File: src/rtl/regfile_pkg.sv
// Shared definitions for the register-file write-port sequencer and its helpers.
package regfile_pkg;

    localparam int unsigned ADDR_W   = 5;
    localparam int unsigned DATA_W   = 32;
    localparam int unsigned NUM_REGS = 32;

    localparam logic [ADDR_W-1:0] ZERO_REG = '0;

    typedef enum logic {
        ST_INIT = 1'b0,
        ST_RUN  = 1'b1
    } state_t;

endpackage

File: src/rtl/rr_arbiter.sv
// Combinational round-robin arbiter: first valid requester at or after rr_ptr wins.
module rr_arbiter #(
    parameter int unsigned NUM_REQ = 2,
    parameter int unsigned IDX_W   = (NUM_REQ > 1) ? $clog2(NUM_REQ) : 1
) (
    input  logic [NUM_REQ-1:0] req_valid,
    input  logic [IDX_W-1:0]   rr_ptr,
    output logic [NUM_REQ-1:0] grant,
    output logic [IDX_W-1:0]   grant_idx
);

    int unsigned idx;

    // Walk from the farthest position back to rr_ptr so the nearest valid requester is the last writer.
    always_comb begin
        grant     = '0;
        grant_idx = '0;
        idx       = 0;
        for (int unsigned k = NUM_REQ; k > 0; k--) begin
            idx = (int'(rr_ptr) + k - 1) % NUM_REQ;
            if (req_valid[idx]) begin
                grant      = '0;
                grant[idx] = 1'b1;
                grant_idx  = IDX_W'(idx);
            end
        end
    end

endmodule

File: src/rtl/regfile_write_arbiter.sv
// Owns the register file's single write port: clears every register after reset,
// then shares the port round-robin among NUM_REQ writeback requesters.
module regfile_write_arbiter
    import regfile_pkg::*;
#(
    parameter int unsigned NUM_REQ  = 2,
    parameter int unsigned ADDR_W   = regfile_pkg::ADDR_W,
    parameter int unsigned DATA_W   = regfile_pkg::DATA_W,
    parameter int unsigned NUM_REGS = regfile_pkg::NUM_REGS
) (
    input  logic                        clock,
    input  logic                        reset_n,
    input  logic [NUM_REQ-1:0]          req_valid,
    input  logic [NUM_REQ*ADDR_W-1:0]   req_reg,
    input  logic [NUM_REQ*DATA_W-1:0]   req_data,
    output logic [NUM_REQ-1:0]          req_ready,
    output logic [ADDR_W-1:0]           writeRegister,
    output logic [DATA_W-1:0]           writeData,
    output logic                        RegWrite,
    output logic                        init_done,
    output logic                        contention
);

    localparam int unsigned IDX_W = (NUM_REQ > 1) ? $clog2(NUM_REQ) : 1;

    state_t               state;
    logic [ADDR_W-1:0]    init_idx;
    logic [IDX_W-1:0]     rr_ptr;
    logic [IDX_W-1:0]     grant_idx;
    logic [NUM_REQ-1:0]   grant;
    logic                 accept;
    logic [ADDR_W-1:0]    sel_reg;
    logic [DATA_W-1:0]    sel_data;
    logic [IDX_W-1:0]     next_ptr;

    rr_arbiter #(
        .NUM_REQ (NUM_REQ),
        .IDX_W   (IDX_W)
    ) u_rr_arbiter (
        .req_valid (req_valid),
        .rr_ptr    (rr_ptr),
        .grant     (grant),
        .grant_idx (grant_idx)
    );

    // Grants are suppressed combinationally while reset is asserted, not just after it is sampled.
    assign req_ready = (reset_n && state == ST_RUN) ? grant : '0;
    assign accept    = |(req_valid & req_ready);
    assign sel_reg   = req_reg[grant_idx*ADDR_W +: ADDR_W];
    assign sel_data  = req_data[grant_idx*DATA_W +: DATA_W];
    assign next_ptr  = (grant_idx == IDX_W'(NUM_REQ - 1)) ? '0 : grant_idx + 1'b1;

    always_ff @(posedge clock) begin
        if (!reset_n) begin
            state         <= ST_INIT;
            init_idx      <= '0;
            rr_ptr        <= '0;
            RegWrite      <= 1'b0;
            writeRegister <= '0;
            writeData     <= '0;
            init_done     <= 1'b0;
            contention    <= 1'b0;
        end else begin
            case (state)
                ST_INIT: begin
                    RegWrite      <= 1'b1;
                    writeRegister <= init_idx;
                    writeData     <= '0;
                    init_idx      <= init_idx + 1'b1;
                    contention    <= 1'b0;
                    if (init_idx == ADDR_W'(NUM_REGS - 1)) begin
                        state     <= ST_RUN;
                        init_done <= 1'b1;
                    end
                end
                ST_RUN: begin
                    contention <= ($countones(req_valid) >= 2);
                    if (accept) begin
                        writeRegister <= sel_reg;
                        writeData     <= sel_data;
                        // Writes to $zero complete the handshake but never reach the register file.
                        RegWrite      <= (sel_reg != ADDR_W'(ZERO_REG));
                        rr_ptr        <= next_ptr;
                    end else begin
                        RegWrite <= 1'b0;
                    end
                end
                default: begin
                    state <= ST_INIT;
                end
            endcase
        end
    end

endmodule

File: config.mk
export PLATFORM = sky130hd
export DESIGN_NAME = regfile_write_arbiter
export DESIGN_NICKNAME = d
export VERILOG_FILES = /design/src/rtl/regfile_pkg.sv /design/src/rtl/rr_arbiter.sv /design/src/rtl/regfile_write_arbiter.sv
export SDC_FILE = /design/constraint.sdc
export NUM_CORES = 1
export LEC_CHECK = 0
export BUFFER_PORTS_ARGS = -buffer_cell sky130_fd_sc_hd__buf_4
export CAP_MARGIN = 20
export CORE_ASPECT_RATIO = 1.4
export CORE_MARGIN = 4
export CORE_UTILIZATION = 30
export CTS_BUF_LIST = sky130_fd_sc_hd__clkbuf_8
export CTS_CLUSTER_DIAMETER = 80
export DETAILED_ROUTE_END_ITERATION = 10
export PLACE_DENSITY = 0.66
export REMOVE_ABC_BUFFERS = 1
export SLEW_MARGIN = 20
export SYNTH_ARGS = -nofsm -noshare
export SYNTH_HDL_FRONTEND = slang
export SYNTH_SLANG_ARGS = --single-unit
export TNS_END_PERCENT = 1
File: constraint.sdc
create_clock -name clock -period 1.5 [get_ports clock]
set_clock_uncertainty 0.05 [all_clocks]
set_input_delay 0.45 -clock clock [delete_from_list [all_inputs] [get_ports clock]]
set_output_delay 0.45 -clock clock [all_outputs]
set_load 0.05 [all_outputs]
==> results of run 1 <==
power by group:
group	switching (mW)	internal [mW]
Sequential	0.0103	1.26
Clock	0.473	0.506
Combinational	0.170	0.217
Total	0.653	1.98
worst max-delay path, stage by stage, from the launching register on:
cell and delay [ps]:
dfxtp_4 390, inv_4 40, buf_4 140, a211oi_4 260
buf_4 190, buf_12 140, a21oi_1 50, a211oi_2 250
cells in the mapped netlist (2+ instances only):
cell       n
clkbuf_1   9
a211oi_2  28
mux2i_1   39
dfxtp_1   47
nor2b_1    2
a211oi_1   5
o22ai_1    5
nand3_1    2
or4_1      2
nor2_1    10
buf_2      6
and3_1     5
a21oi_1   39
ha_1       2
inv_2      4
o211ai_1   2
buf_4      5
xor2_1     2
cell type report:
class,count,area [sq um]
clock inverter,3,47.5
multi-input combinational,151,1270
fill,719,3720
sequential,47,946
inverter,4,17.5
tap,97,121
timing repair buffer,148,1210
clock buffer,5,68.8
per-stage QoR:
step,std cells,hold slack [ps],cell area [sq um],util,power (mW)
after global routing,455,350,3690,0.498,2.76
after global placement,439,405,3410,0.461,1.68
after CTS,450,348,3590,0.485,2.68
after detailed placement,439,418,3410,0.461,1.69
after floorplan,202,440,2200,-,1.47
final,455,356,3690,0.498,2.64
state kept, by name, indices dropped and copies added, names as in the netlist:
register,cells
RegWrite,1
init_idx,5
writeRegister,5
contention,1
init_done,1
rr_ptr,1
writeData,32
state,1
layer usage:
layer,up-vias,GRT usage,routed length (um)
met1,1051,0.148,2610
met5,-,0,0
met4,0,0.0432,99
met3,7,0.0356,413
met2,64,0.268,3800
li1,1103,-,-
logic make-up (layout without fill, tap and decap cells):
family          count (synthesis)  in the layout
compound gates                 85             85
flops                          47             47
mux                            39             39
buf+inv                        25            160
simple gates                   22             22
xor+xnor                        3              3
fa+ha+maj                       2              2
timing repair:
action,4_1_cts,5_1_grt
hold buffers,0,0
resized for setup,10,6
buffers inserted,3,3
pin swaps,10,15
setup endpoints to repair,2,35
cloned,0,2
path summary, 6_finish.rpt:
kind / startpoint / endpoint / slack (ps) / cells after the start
worst max-delay path: state / writeData[8] / -110 / 7
worst min-delay path: req_reg[4] / RegWrite / 360 / 3
worst max register to register: state / writeData[8] / -110 / 7
worst min register to register: init_done / init_done / 450 / 2
==> out/qor.yml, run 1 <==
gp_congestion: 0.718
synth_flop_cell: "dfxtp_1"
area_growth_pct: 59.7
core-area_sq_um: 7410
grt_max_degree: 38
overflow: 0
synth_compound_area_frac: 0.298
clk_pin_slew_ps: 100
pre_cts_ws_ps: -154
grt_pass1_wl_um: 10200
max_slew_margin: 0.722
netlist_area_sq_um: 2310
critPathKind: "reg2reg"
vias_per_cell: 4.89
power_density_nw_per_um2: 715
dr.first_iter.drc_count: 45
min_path_type: "in2reg"
synth_top_family_by_area: "compound AO/OA/AOI/OAI gates"
required_ps: 1660
yosysWarningCount: 0
ys_top_cells_by_area: "dfxtp_1 (41%), mux2i_1 (17%), a211oi_2 (15%)"
synth_xor_area_frac: 0.0114
synth_mux_area_frac: 0.169
antenna_cells: 0
layout_commonest_cell: "buf_4"
chipHeight_um: 112
syn_avg_cell_area_sq_um: 10.4
synth_seq_area_share: 0.408
maxCapViolations: 0
postRouteWirelength_um: 6930
grt_usage: 0.142
rsz0062_at_grt: "yes"
final_nets: 437
first_pass_iters: 4
die_x_um: 82.1
cts.sinks: 47
drive_gt1_frac: 0.550
synth.ff_latch_count: 47
syn-instance-count: 223
cts_made_buffers: 5
endpoint_kind: "flip-flop"
async_flop_share: 0
h-tree-depth: 2
synth_fa_ha_area_frac: 0.0108
crit_fanout: 14
synth_top_area_share: 0.408
drt-wirelength-per-cell_um: 15.2
final_cell_mix: "buf_4 (136), dfxtp_1 (45), mux2i_1 (39)"
synthSimpleGateAreaFrac: 0.0482
setup_viol: 19
cts_tree: "built"
antenna_found_initial: 0
cp-start-kind: "flip-flop"
ios: 120
ant_nets: 0
port_buffers: 119
min_period_ps: 1610
maxSlewViolCount: 0
hpwl_um: 4880
fmax_ghz: 0.619
violations: "negative setup slack"
synth_edf_count: 0
root_buffer: "clkbuf_8"
synth_cell_types: 27
clk_latency_ps: 300
cts_buffer_depth: 2
leakage_nw: 1.71
start_util: 0.312
synth_top_area_cell: "dfxtp_1"
rows: 37
first_global_vias: 2147
via_count: 2225
final-hold-violation-count: 0
drcViolationCount: 0
design.die.area_sq_um: 9180
finalCritPeriodShare: 1.08
outcome: "finished, violations left"
tightest_slew_ps: 417
vdd_drop_max_v: 0.000430
setup_slack_ps: -115
cp.arrival_ps: 1780
tns_ps: -670
(Power assumes the default switching activity.)
==> run 2: changes to the inputs <==
Settings changed: REMOVE_ABC_BUFFERS 1 to not set.
==> run 2 against run 1 <==
Compared with the run above: sequential share of layout area up 0.61 points; the flow still finishes with violations (negative setup slack); largest power group unchanged; clock power down 5.0%; critical path depth down 4; utilization down 1.1 points; flip-flop and latch count unchanged; routed wire length down 7.2%; critical path type is now reg2out; hold slack better by 0.60 ps; final cell count down 1.5%; register-to-register slack better by 100 ps; maximum frequency up 0.51%; sequential power about the same; clock-buffer cell count unchanged.
==> out/qor.yml, run 2 (synthesis results as in run 1) <==
hpwl_um: 4930
rsz0062_at_grt: "yes"
ios: 120
rows: 37
setup_viol: 4
reg2reg_setup_slack_ps: -10
cp.arrival_ps: 1110
chipHeight_um: 112
hold_start: "req_reg[4]"
seqPwrFrac: 0.489
intPower_mw: 1.98
leakage_nw: 1.66
endpoint_kind: "primary output"
final-hold-violation-count: 0
overflow: 0
regArea_sq_um: 946
outcome: "finished, violations left"
hold_slack_ps: 356
antenna_found_initial: 0
root_buffer: "clkbuf_8"
min_period_ps: 1610
r2r_cells: 6
reg_top3: "writeData: 32 flops, init_idx: 5 flops, writeRegister: 5 flops"
required_ps: 1000
power.switching_mw: 0.615
cts_tree: "built"
grt_usage: 0.139
core-area_sq_um: 7410
die_x_um: 82.1
violations: "negative setup slack"
pwr-share-clk: 0.359
maxSlewViolCount: 0
maxCapViolations: 0
largest_reg_flops: 32
postRouteWirelength_um: 6430
top_register: "writeData"
cp-start-kind: "flip-flop"
clk_latency_ps: 290
port_buffers: 119
vias_per_cell: 4.88
power.share.switching: 0.237
gp_congestion: 0.722
cts.sinks: 47
grt_pass1_wl_um: 10200
vdd_drop_max_v: 0.000472
cp-startpoint: "rr_ptr"
min_path_type: "in2reg"
dr.first_iter.drc_count: 59
cts_buffer_depth: 2
fmax_ghz: 0.622
final_cell_mix: "buf_4 (135), dfxtp_1 (45), mux2i_1 (39)"
pre_cts_ws_ps: -245
max_slew_margin: 0.767
setup_slack_ps: -107
cts_made_buffers: 5
reg2reg_to: "writeData[26]"
multiInputGateArea_sq_um: 1300
p_comb_frac: 0.152
n_fill_cell: 734
layout_commonest_cell: "buf_4"
drive_gt1_frac: 0.553
tightest_slew_ps: 349
path_cells: "o21ai_4 -> nor3_4 -> buf_6"
clk_pin_slew_ps: 90
ant_nets: 0
final_nets: 430
grt_max_degree: 37
via_count: 2185
area_growth_pct: 56.0
critPathKind: "reg2out"
start_util: 0.312
cp-endpoint: "req_ready[1]"
critPathSlowestCell: "dfxtp_2"
power_density_nw_per_um2: 720
synthesis.nets: 303
drcViolationCount: 0
first_global_vias: 2180
finalCritPeriodShare: 1.07
design.die.area_sq_um: 9180
crit_fanout: 5
h-tree-depth: 2
antenna_cells: 0
first_pass_iters: 4
cpPeakStageDelay_ps: 340
drt-wirelength-per-cell_um: 14.4
rr_startpoint: "state"
==> run 2: layout make-up <==
class / instances / share of cell area
clock inverter: 3 / 0.0122
clock buffer: 5 / 0.0191
multi-input combinational: 151 / 0.360
timing repair buffer: 141 / 0.308
inverter: 4 / 0.00486
sequential: 47 / 0.263
tap: 97 / 0.0337
==> run 2: metal layers <==
metal,GRT usage,vias to the layer above,wire (um)
met4,0.0344,0,77
met1,0.152,1011,2440
li1,-,1093,-
met2,0.256,73,3460
met5,0,-,0
met3,0.0380,8,452
==> run 2: what timing repair did <==
action,4_1_cts,5_1_grt
buffers inserted,3,0
endpoints found under the setup margin,3,41
endpoints found under the hold margin,0,0
resized for setup,6,7
hold buffers,0,0
pin swaps,1,15
==> run 2: worst min-delay path by stage <==
| stage | depth (start not counted) | slack, ps | endpoint |
|---|---|---|---|
| global route | 3 | 380 | RegWrite |
| global placement | 2 | 400 | init_done |
| floorplan | 2 | 440 | init_idx[2] |
| finish | 3 | 360 | RegWrite |
| detailed placement | 2 | 440 | init_done |
| CTS | 3 | 350 | RegWrite |
==> run 2: power by group through the flow <==
stage                     logic (mW)  clock network, mW  registers, mW
final                          0.394              0.930           1.27
after global routing           0.427               1.03           1.27
after CTS                      0.400              0.972           1.27
after detailed placement       0.398                  0           1.30
after global placement         0.394                  0           1.30
after floorplan                0.167                  0           1.32
==> run 2: critical path: cells and delay by family, from the launching register on <==
| kind | cells | cell delay (ps) |
|---|---|---|
| compound gates | 1 | 250 |
| flops | 1 | 340 |
| buf+inv | 1 | 150 |
| simple gates | 1 | 60 |
==> run 2: per-stage QoR <==
| stage | util | area, sq um | instances | setup TNS (ps) | power [mW] |
|---|---|---|---|---|---|
| after floorplan | - | 2350 | 223 | -1840 | 1.49 |
| after global placement | 0.462 | 3420 | 437 | -6360 | 1.69 |
| after detailed placement | 0.462 | 3420 | 437 | -8090 | 1.70 |
| after CTS | 0.483 | 3580 | 448 | -243 | 2.64 |
| after global routing | 0.486 | 3600 | 448 | -2070 | 2.73 |
| final | 0.486 | 3600 | 448 | -192 | 2.59 |
